--- src/rtl/rv_lsu_pkg.sv ---
// rtl/rv_lsu_pkg.sv - shared types, codes and command checks for the load/store unit
package rv_lsu_pkg;

  typedef enum logic [1:0] {
    IDLE   = 2'd0,
    ACCESS = 2'd1,
    DONE   = 2'd2
  } state_t;

  localparam logic [1:0] ERR_OK       = 2'b00;
  localparam logic [1:0] ERR_MISALIGN = 2'b01;
  localparam logic [1:0] ERR_ILLEGAL  = 2'b10;
  localparam logic [1:0] ERR_TIMEOUT  = 2'b11;

  localparam logic [2:0] F3_B  = 3'b000;
  localparam logic [2:0] F3_H  = 3'b001;
  localparam logic [2:0] F3_W  = 3'b010;
  localparam logic [2:0] F3_D  = 3'b011;
  localparam logic [2:0] F3_BU = 3'b100;
  localparam logic [2:0] F3_HU = 3'b101;
  localparam logic [2:0] F3_WU = 3'b110;

  function automatic logic f3_legal(input logic load, input logic [2:0] f3, input logic wide);
    if (load)
      return (f3 == F3_B) || (f3 == F3_H) || (f3 == F3_W) || (f3 == F3_BU) || (f3 == F3_HU) ||
             (wide && ((f3 == F3_D) || (f3 == F3_WU)));
    else
      return (f3 == F3_B) || (f3 == F3_H) || (f3 == F3_W) || (wide && (f3 == F3_D));
  endfunction

  // size is funct3[1:0]: log2 of the access width in bytes
  function automatic logic misaligned(input logic [1:0] size, input logic [2:0] low);
    case (size)
      2'd0:    return 1'b0;
      2'd1:    return low[0];
      2'd2:    return |low[1:0];
      default: return |low;
    endcase
  endfunction

endpackage

--- src/rtl/rv_lsu_align.sv ---
// rtl/rv_lsu_align.sv - byte-lane strobes, store shifting and load extraction/extension
module rv_lsu_align
  import rv_lsu_pkg::*;
#(
  parameter int XLEN = 32,
  localparam int NB = XLEN / 8,
  localparam int OFF_W = $clog2(NB)
) (
  input  logic [2:0]       funct3,
  input  logic [OFF_W-1:0] offset,
  input  logic [XLEN-1:0]  store_data,
  input  logic [XLEN-1:0]  read_data,
  output logic [NB-1:0]    strb,
  output logic [XLEN-1:0]  wdata,
  output logic [XLEN-1:0]  load_data
);

  localparam logic [XLEN-1:0] M8  = XLEN'(8'hFF);
  localparam logic [XLEN-1:0] M16 = XLEN'(16'hFFFF);
  localparam logic [XLEN-1:0] M32 = XLEN'(32'hFFFF_FFFF);

  logic [NB-1:0]   size_mask;
  logic [XLEN-1:0] rd;

  always_comb begin
    case (funct3[1:0])
      2'd0:    size_mask = NB'(8'h01);
      2'd1:    size_mask = NB'(8'h03);
      2'd2:    size_mask = NB'(8'h0F);
      default: size_mask = NB'(8'hFF);
    endcase
  end

  assign strb  = size_mask << offset;
  assign wdata = store_data << {offset, 3'b000};
  assign rd    = read_data >> {offset, 3'b000};

  // Sign extension by masking keeps this width-agnostic for XLEN 32 and 64
  always_comb begin
    case (funct3)
      F3_B:    load_data = rd[7]  ? (rd | ~M8)  : (rd & M8);
      F3_H:    load_data = rd[15] ? (rd | ~M16) : (rd & M16);
      F3_W:    load_data = rd[31] ? (rd | ~M32) : (rd & M32);
      F3_BU:   load_data = rd & M8;
      F3_HU:   load_data = rd & M16;
      F3_WU:   load_data = rd & M32;
      default: load_data = rd;
    endcase
  end

endmodule

--- src/rtl/rv_lsu.sv ---
// rtl/rv_lsu.sv - single-access load/store unit with command checks and bounded bus wait
module rv_lsu
  import rv_lsu_pkg::*;
#(
  parameter int XLEN    = 32,
  parameter int ADDR_W  = 32,
  parameter int TIMEOUT = 16
) (
  input  logic                iClk,
  input  logic                iRst,
  input  logic                iStart,
  input  logic                iLoad,
  input  logic [2:0]          iFunct3,
  input  logic [ADDR_W-1:0]   iAddr,
  input  logic [XLEN-1:0]     iStoreData,
  output logic                oBusy,
  output logic                oDone,
  output logic [1:0]          oErr,
  output logic [XLEN-1:0]     oLoadData,
  output logic [ADDR_W-1:0]   oMemAddr,
  output logic [XLEN-1:0]     oMemData,
  output logic [XLEN/8-1:0]   oMemStrb,
  output logic                oMemRead,
  output logic                oMemWrite,
  input  logic [XLEN-1:0]     iMemData,
  input  logic                iMemRdy
);

  localparam int NB    = XLEN / 8;
  localparam int OFF_W = $clog2(NB);
  localparam int CW    = (TIMEOUT > 0) ? $clog2(TIMEOUT + 1) : 1;

  state_t              state, state_nx;
  logic                load_q;
  logic [2:0]          f3_q;
  logic [ADDR_W-1:0]   addr_q;
  logic [XLEN-1:0]     sdata_q;
  logic [1:0]          err_q, err_nx;
  logic [CW-1:0]       cnt;
  logic [XLEN-1:0]     ld_q;
  logic                legal, mis, timeout_hit;
  logic [NB-1:0]       strb;
  logic [XLEN-1:0]     wdata, ext;

  assign legal       = f3_legal(iLoad, iFunct3, XLEN == 64);
  assign mis         = misaligned(iFunct3[1:0], iAddr[2:0]);
  assign timeout_hit = (TIMEOUT != 0) && (cnt == CW'(TIMEOUT - 1));

  rv_lsu_align #(.XLEN(XLEN)) u_align (
    .funct3     (f3_q),
    .offset     (addr_q[OFF_W-1:0]),
    .store_data (sdata_q),
    .read_data  (iMemData),
    .strb       (strb),
    .wdata      (wdata),
    .load_data  (ext)
  );

  always_ff @(posedge iClk or posedge iRst) begin
    if (iRst) state <= IDLE;
    else      state <= state_nx;
  end

  // Illegal funct3 takes priority over misalignment
  always_comb begin
    state_nx = state;
    err_nx   = err_q;
    case (state)
      IDLE: begin
        if (iStart) begin
          if (!legal) begin
            state_nx = DONE;
            err_nx   = ERR_ILLEGAL;
          end else if (mis) begin
            state_nx = DONE;
            err_nx   = ERR_MISALIGN;
          end else begin
            state_nx = ACCESS;
            err_nx   = ERR_OK;
          end
        end
      end
      ACCESS: begin
        if (iMemRdy) begin
          state_nx = DONE;
          err_nx   = ERR_OK;
        end else if (timeout_hit) begin
          state_nx = DONE;
          err_nx   = ERR_TIMEOUT;
        end
      end
      DONE:    state_nx = IDLE;
      default: state_nx = IDLE;
    endcase
  end

  always_ff @(posedge iClk or posedge iRst) begin
    if (iRst) begin
      load_q  <= 1'b0;
      f3_q    <= '0;
      addr_q  <= '0;
      sdata_q <= '0;
      err_q   <= ERR_OK;
      cnt     <= '0;
      ld_q    <= '0;
    end else begin
      err_q <= err_nx;
      if (state == IDLE && iStart) begin
        load_q  <= iLoad;
        f3_q    <= iFunct3;
        addr_q  <= iAddr;
        sdata_q <= iStoreData;
        cnt     <= '0;
      end
      if (state == ACCESS) begin
        cnt <= cnt + CW'(1);
        if (iMemRdy && load_q) ld_q <= ext;
      end
    end
  end

  assign oLoadData = ld_q;

  always_comb begin
    oBusy     = (state != IDLE);
    oDone     = (state == DONE);
    oErr      = (state == DONE) ? err_q : ERR_OK;
    oMemRead  = 1'b0;
    oMemWrite = 1'b0;
    oMemAddr  = '0;
    oMemData  = '0;
    oMemStrb  = '0;
    if (state == ACCESS) begin
      oMemRead  = load_q;
      oMemWrite = !load_q;
      oMemAddr  = {addr_q[ADDR_W-1:OFF_W], OFF_W'(0)};
      oMemStrb  = strb;
      oMemData  = load_q ? '0 : wdata;
    end
  end

endmodule

--- config.mk ---
export PLATFORM = sky130hd
export DESIGN_NAME = rv_lsu
export DESIGN_NICKNAME = d
export VERILOG_FILES = /design/src/rtl/rv_lsu_pkg.sv /design/src/rtl/rv_lsu_align.sv /design/src/rtl/rv_lsu.sv
export SDC_FILE = /design/constraint.sdc
export NUM_CORES = 1
export LEC_CHECK = 0
export ABC_AREA = 1
export CELL_PAD_IN_SITES_DETAIL_PLACEMENT = 0
export CELL_PAD_IN_SITES_GLOBAL_PLACEMENT = 1
export CORE_MARGIN = 1.5
export CORE_UTILIZATION = 34
export DETAILED_ROUTE_END_ITERATION = 10
export GPL_TIMING_DRIVEN = 1
export PLACE_DENSITY = 0.93
export SETUP_SLACK_MARGIN = 0.1
export SLEW_MARGIN = 20
export SYNTH_ARGS = -nofsm -noshare
export SYNTH_HDL_FRONTEND = slang
export SYNTH_SLANG_ARGS = --single-unit
--- constraint.sdc ---
create_clock -name iClk -period 11 [get_ports iClk]
set_clock_uncertainty 0.1 [all_clocks]
set_input_delay 2.2 -clock iClk [delete_from_list [all_inputs] [get_ports iClk]]
set_output_delay 2.2 -clock iClk [all_outputs]
set_load 0.02 [all_outputs]
### Yosys cells after proc, flatten, opt, wreduce, memory -nomap -nowiden

Index checks and enable logic that the tools add are counted.

| word-level totals | value |
|---|---|
| register bits | 109 |
| bits of input ports | 104 |
| output and inout port bits | 106 |
| word-level logic and storage cells | 74 |

| operators by class | value |
|---|---|
| $add $sub $neg | 1 |
| eq/ne operators | 15 |
| shift-type cells | 3 |
| muxes and demuxes | 27 |
| reductions and logical operators | 20 |

Operators with widths:

| operator | number |
|---|---|
| $mux W32 | 5 |
| $pmux W32 S4 | 1 |
| $shl A32 B5 Y32 | 1 |
| $shr A32 B5 Y32 | 1 |
| $mux W2 | 10 |
| $eq A3 B3 Y1 const B | 4 |
| $mux W5 | 2 |
| $pmux W2 S2 | 2 |
| $pmux W4 S2 | 1 |
| $eq A2 B1 Y1 const B | 3 |
| $eq A3 B1 Y1 const B | 2 |
| $logic_not A2 Y1 | 3 |
| $logic_not A3 Y1 | 2 |
| $reduce_bool A2 Y1 | 3 |
| $add A5 B1 Y5 const B | 1 |
| $eq A5 B4 Y1 const B | 1 |
| $eq A2 B2 Y1 const B | 2 |
| $logic_or A1 B1 Y1 | 4 |
| $mux W1 | 4 |
| $mux W4 | 1 |
| $reduce_and A2 Y1 | 2 |
| $shl A4 B2 Y4 | 1 |
| $eq A3 B2 Y1 const B | 1 |
| $ne A3 B3 Y1 const B | 1 |
| 7 further kinds | 8 |

### Depth between registers and ports, before layout

| logic depth | value |
|---|---|
| depth after elaboration | 9 |
| depth in mapped cells | 10 |
| gate-level depth less buffers | 10 |

### Modules after synthesis

From an unflattened synthesis, not the netlist that was laid out.

| unflattened totals | value |
|---|---|
| cell total of the unflattened synthesis | 885 |
| area total of the unflattened synthesis | 6110.9 µm² |

By module, submodules not included:

| module | times used | cells each | area each (µm²) | seq. area each (µm²) |
|---|---|---|---|---|
| rv_lsu | 1 | 621 | 4848.4 | 2727.6 |
| rv_lsu_align | 1 | 264 | 1262.5 | 0.0 |

### Worst setup path after synthesis

OpenSTA, ideal clock, no wires.

| timing | value |
|---|---|
| path type | register -> output |
| from | register state[1] |
| to | output port oMemData[6] |
| arrival time | 1524 ps |
| data required time | 8700 ps |
| path slack | 7176 ps |
| stages on the path, launching flop included | 7 |
| cell sequence | dfrtp_1 -> inv_1 -> nand2_1 -> nor2_2 -> nand2_1 -> buf_2 -> nor3_1 |

| between the ends | value |
|---|---|
| word-level cells in the longest chain between the ends | 2 |

RTL lines:

| element | line | source |
|---|---|---|
| start, declared | rv_lsu.sv:33 | `state_t state, state_nx;` |
| start signal, assigned | rv_lsu.sv:61 | `else state <= state_nx;` |
| $eq A2 B1 Y1 | rv_lsu.sv:133 | `if (state == ACCESS) begin` |
| $mux W32 | rv_lsu.sv:133 |  |
| end, declared | rv_lsu.sv:21 | `output logic [XLEN-1:0] oMemData,` |

Every way passes these cells.

### Final worst setup path

| timing | value |
|---|---|
| from | register state[1] |
| to | output port oMemData[2] |

Same word-level chain as after synthesis.

==> results.json <==
{
  "cts_resized": 0,
  "placed_cell_area_sq_mm": 0.00803,
  "finalWirelength_microns": 17800,
  "cts_sinks": 109,
  "final_common_cell": "clkdlybuf4s50_1",
  "synth_seq_cells": 109,
  "end_kind": "output port",
  "vias_per_cell": 4.73,
  "die_w_microns": 134,
  "crit_chain": "inv_1, nand2_1, buf_4, nor2_2, nand2_1, nor3_1, clkdlybuf4s50_1",
  "critPathMaxFanout": 40,
  "antenna_found_initial": 1,
  "setup_violations": 0,
  "place_congestion": 0.844,
  "synth-compound-area-share_pct": 11.2,
  "rrSetupSlack_ns": 7.86,
  "yosys-mux-area-fraction_pct": 3.46,
  "crit_top_cell": "nand2_1",
  "power_density_mw_per_mm2": 214,
  "synth_area_per_cell_sq_um": 7.43,
  "min_path_type": "reg2reg",
  "layout.nets": 1070,
  "io-pin-count": 210,
  "cts_max_path_buffers": 2,
  "fmax_mhz": 181,
  "cts_tree": "built",
  "seqCellArea_sq_mm": 0.00273,
  "slew_viol_final": 0,
  "multi_input_area_sq_mm": 0.00255,
  "fill_cells": 1666,
  "ant_nets": 0,
  "synth_top_family_by_area": "simple AND/OR/NAND/NOR gates",
  "design.core.area_sq_mm": 0.0167,
  "synth_xor_area_share_pct": 0,
  "dr.pass1.iters": 7,
  "worstPathRequired_ns": 8.70,
  "synth_fa_ha_area_share_pct": 0.427,
  "synth_cell_types": 30,
  "reg2reg_to": "oLoadData[8]$_DFFE_PP0P_",
  "cp_slowest_cell": "clkdlybuf4s50_1",
  "crit_type": "reg2out",
  "whs_path_depth": 2,
  "grt_pass1_wl_microns": 28300,
  "rsz0062_at_grt": "no",
  "drv_cap": 0,
  "leakagePower_nw": 3.92,
  "route.vias.total": 5634,
  "post_cts_buffers": 0,
  "worstReg2RegStart": "addr_q[0]$_DFFE_PP0P_",
  "fin_setup_tns_ns": 0,
  "io_buffer_count": 207,
  "grt_use_total_pct": 20.0,
  "grt_pass1_vias": 5211,
  "drt-wirelength-per-cell_microns": 15.0,
  "die_area_sq_mm": 0.0180,
  "vdd_drop_max_uv": 93.4,
  "fin_crit_ns": 5.51,
  "area_growth_syn_to_layout_pct": 42.0,
  "rr_worst_depth": 9,
  "synth_cells": 788,
  "syn-cell-area_sq_mm": 0.00586,
  "chipHeight_microns": 134,
  "yosys_warnings": 0,
  "h-tree-depth": 3,
  "synthSimpleGateAreaFrac_pct": 28.3,
  "hold_viol": 0,
  "setup.worst_path.start_class": "flip-flop",
  "finalCritPeriodShare_pct": 50.1,
  "hold_path_end": "oLoadData[2]$_DFFE_PP0P_",
  "rows": 47,
  "post-route-drc-count": 0,
  "dr.first_iter.drc_count": 366,
  "initial_core_util_pct": 35.1,
  "root_buffer": "clkbuf_16",
  "slew_headroom_pct": 28.0,
  "crit_start": "state[1]$_DFFE_PP0P_",
  "crit_arrival_ns": 3.21,
  "status": "finished clean",
  "ys_top_cells_by_area": "dfrtp_1 47%, nand2_1 12%, nor2_1 7.8%, inv_1 5.6%, a21oi_1 5.0%",
  "holdBufCountCts": 0,
  "worstHoldStart": "oLoadData[2]$_DFFE_PP0P_",
  "grt_max_degree": 110,
  "worstMarginPinSlew_ns": 1.08,
  "gr-total-overflow": 0,
  "post-route-util_pct": 49.8,
  "dp_hpwl_microns": 12700,
  "drive_gt1_share_pct": 7.53,
  "synth-seq-area-share_pct": 46.6,
  "yosysTopAreaCellShare_pct": 46.6,
  "synth_top_area_cell": "dfrtp_1",
  "stdcell_area_sq_mm": 0.00832,
  "max_stage_delay_ns": 0.65,
  "final_cell_mix": "207 x clkdlybuf4s50_1, 180 x nand2_1, 122 x nor2_1",
  "clk_latency_ns": 0.35,
  "clk_pin_slew_ns": 0.07,
  "cts_buffers": 9
}
## worst max-delay path, delay by kind of cell, from the launching register on
family / cells / cell delay, ns
buffers and inverters: 3 / 1.03
flip-flops: 1 / 0.43
AND/OR/NAND/NOR: 4 / 1.38
## registers in the layout, indices dropped and copies added, names as in the netlist
signal	count
oLoadData	32
state	2
load_q	1
sdata_q	32
f3_q	3
err_q	2
cnt	5
addr_q	32
## per-layer routing
layer	up-vias	track usage, %	share of wire, %
li1	2831	-	-
met1	2578	27.2	44
met2	205	30.3	44
met3	20	6.16	9.7
met4	0	6.93	1.9
met5	-	0	0
## how the worst max path moves through the flow
stage,end,slack [ns],cells past startpoint
after floorplan,addr_q[0]$_DFFE_PP0P_,5.83,1
after CTS,oMemData[4],5.46,7
after detailed placement,oMemData[4],5.88,7
after global routing,oMemData[7],5.20,7
after global placement,oMemData[2],5.97,7
final,oMemData[2],5.49,7
## Yosys cell counts
cell / number
nand2_1: 181
nor2_1: 122
dfrtp_1: 109
inv_1: 88
a21oi_1: 58
nand3_1: 54
o21ai_0: 35
buf_2: 34
or2_2: 23
mux2_2: 18
a31oi_1: 10
nor3_1: 10
clkbuf_1: 9
a211oi_1: 7
o211ai_1: 7
buf_4: 4
buf_1: 3
ha_1: 2
inv_2: 2
nand2_2: 2
a21boi_0: 1
a221oi_1: 1
and3_1: 1
clkinv_1: 1
conb_1: 1
nand2_4: 1
nand4_1: 1
nor2_2: 1
nor2_4: 1
o22ai_1: 1
## area by class of cell
class                           instances  share of cell area [%]
Sequential cell                       109                    32.8
Multi-Input combinational cell        539                    30.7
Timing Repair Buffer                  214                    25.5
Inverter                               91                    4.14
Tap cell                              220                    3.31
Clock buffer                           12                    3.08
Clock inverter                          4                   0.391
Antenna cell                            1                  0.0301
## per-stage QoR
| step | setup slack [ns] | power (mW) | cells | hold slack [ns] |
|---|---|---|---|---|
| final | 5.49 | 1.78 | 1190 | 0.389 |
| after global routing | 5.20 | 1.91 | 1189 | 0.418 |
| after CTS | 5.46 | 1.79 | 1189 | 0.390 |
| after detailed placement | 5.88 | 1.47 | 1173 | 0.370 |
| after global placement | 5.97 | 1.45 | 1173 | 0.365 |
| after floorplan | 5.83 | 1.15 | 789 | 0.370 |
## power by group
part	internal, mW	switching, mW
sequential	0.553	0.0758
clock	0.167	0.154
combinational	0.342	0.484
## kinds of logic after synthesis
| logic type | Yosys count |
|---|---|
| compound gates | 120 |
| fa+ha+maj | 2 |
| buf+inv | 141 |
| flops | 109 |
| mux | 18 |
| other cells | 1 |
| simple gates | 397 |
Power figures use the tool's default switching activity.
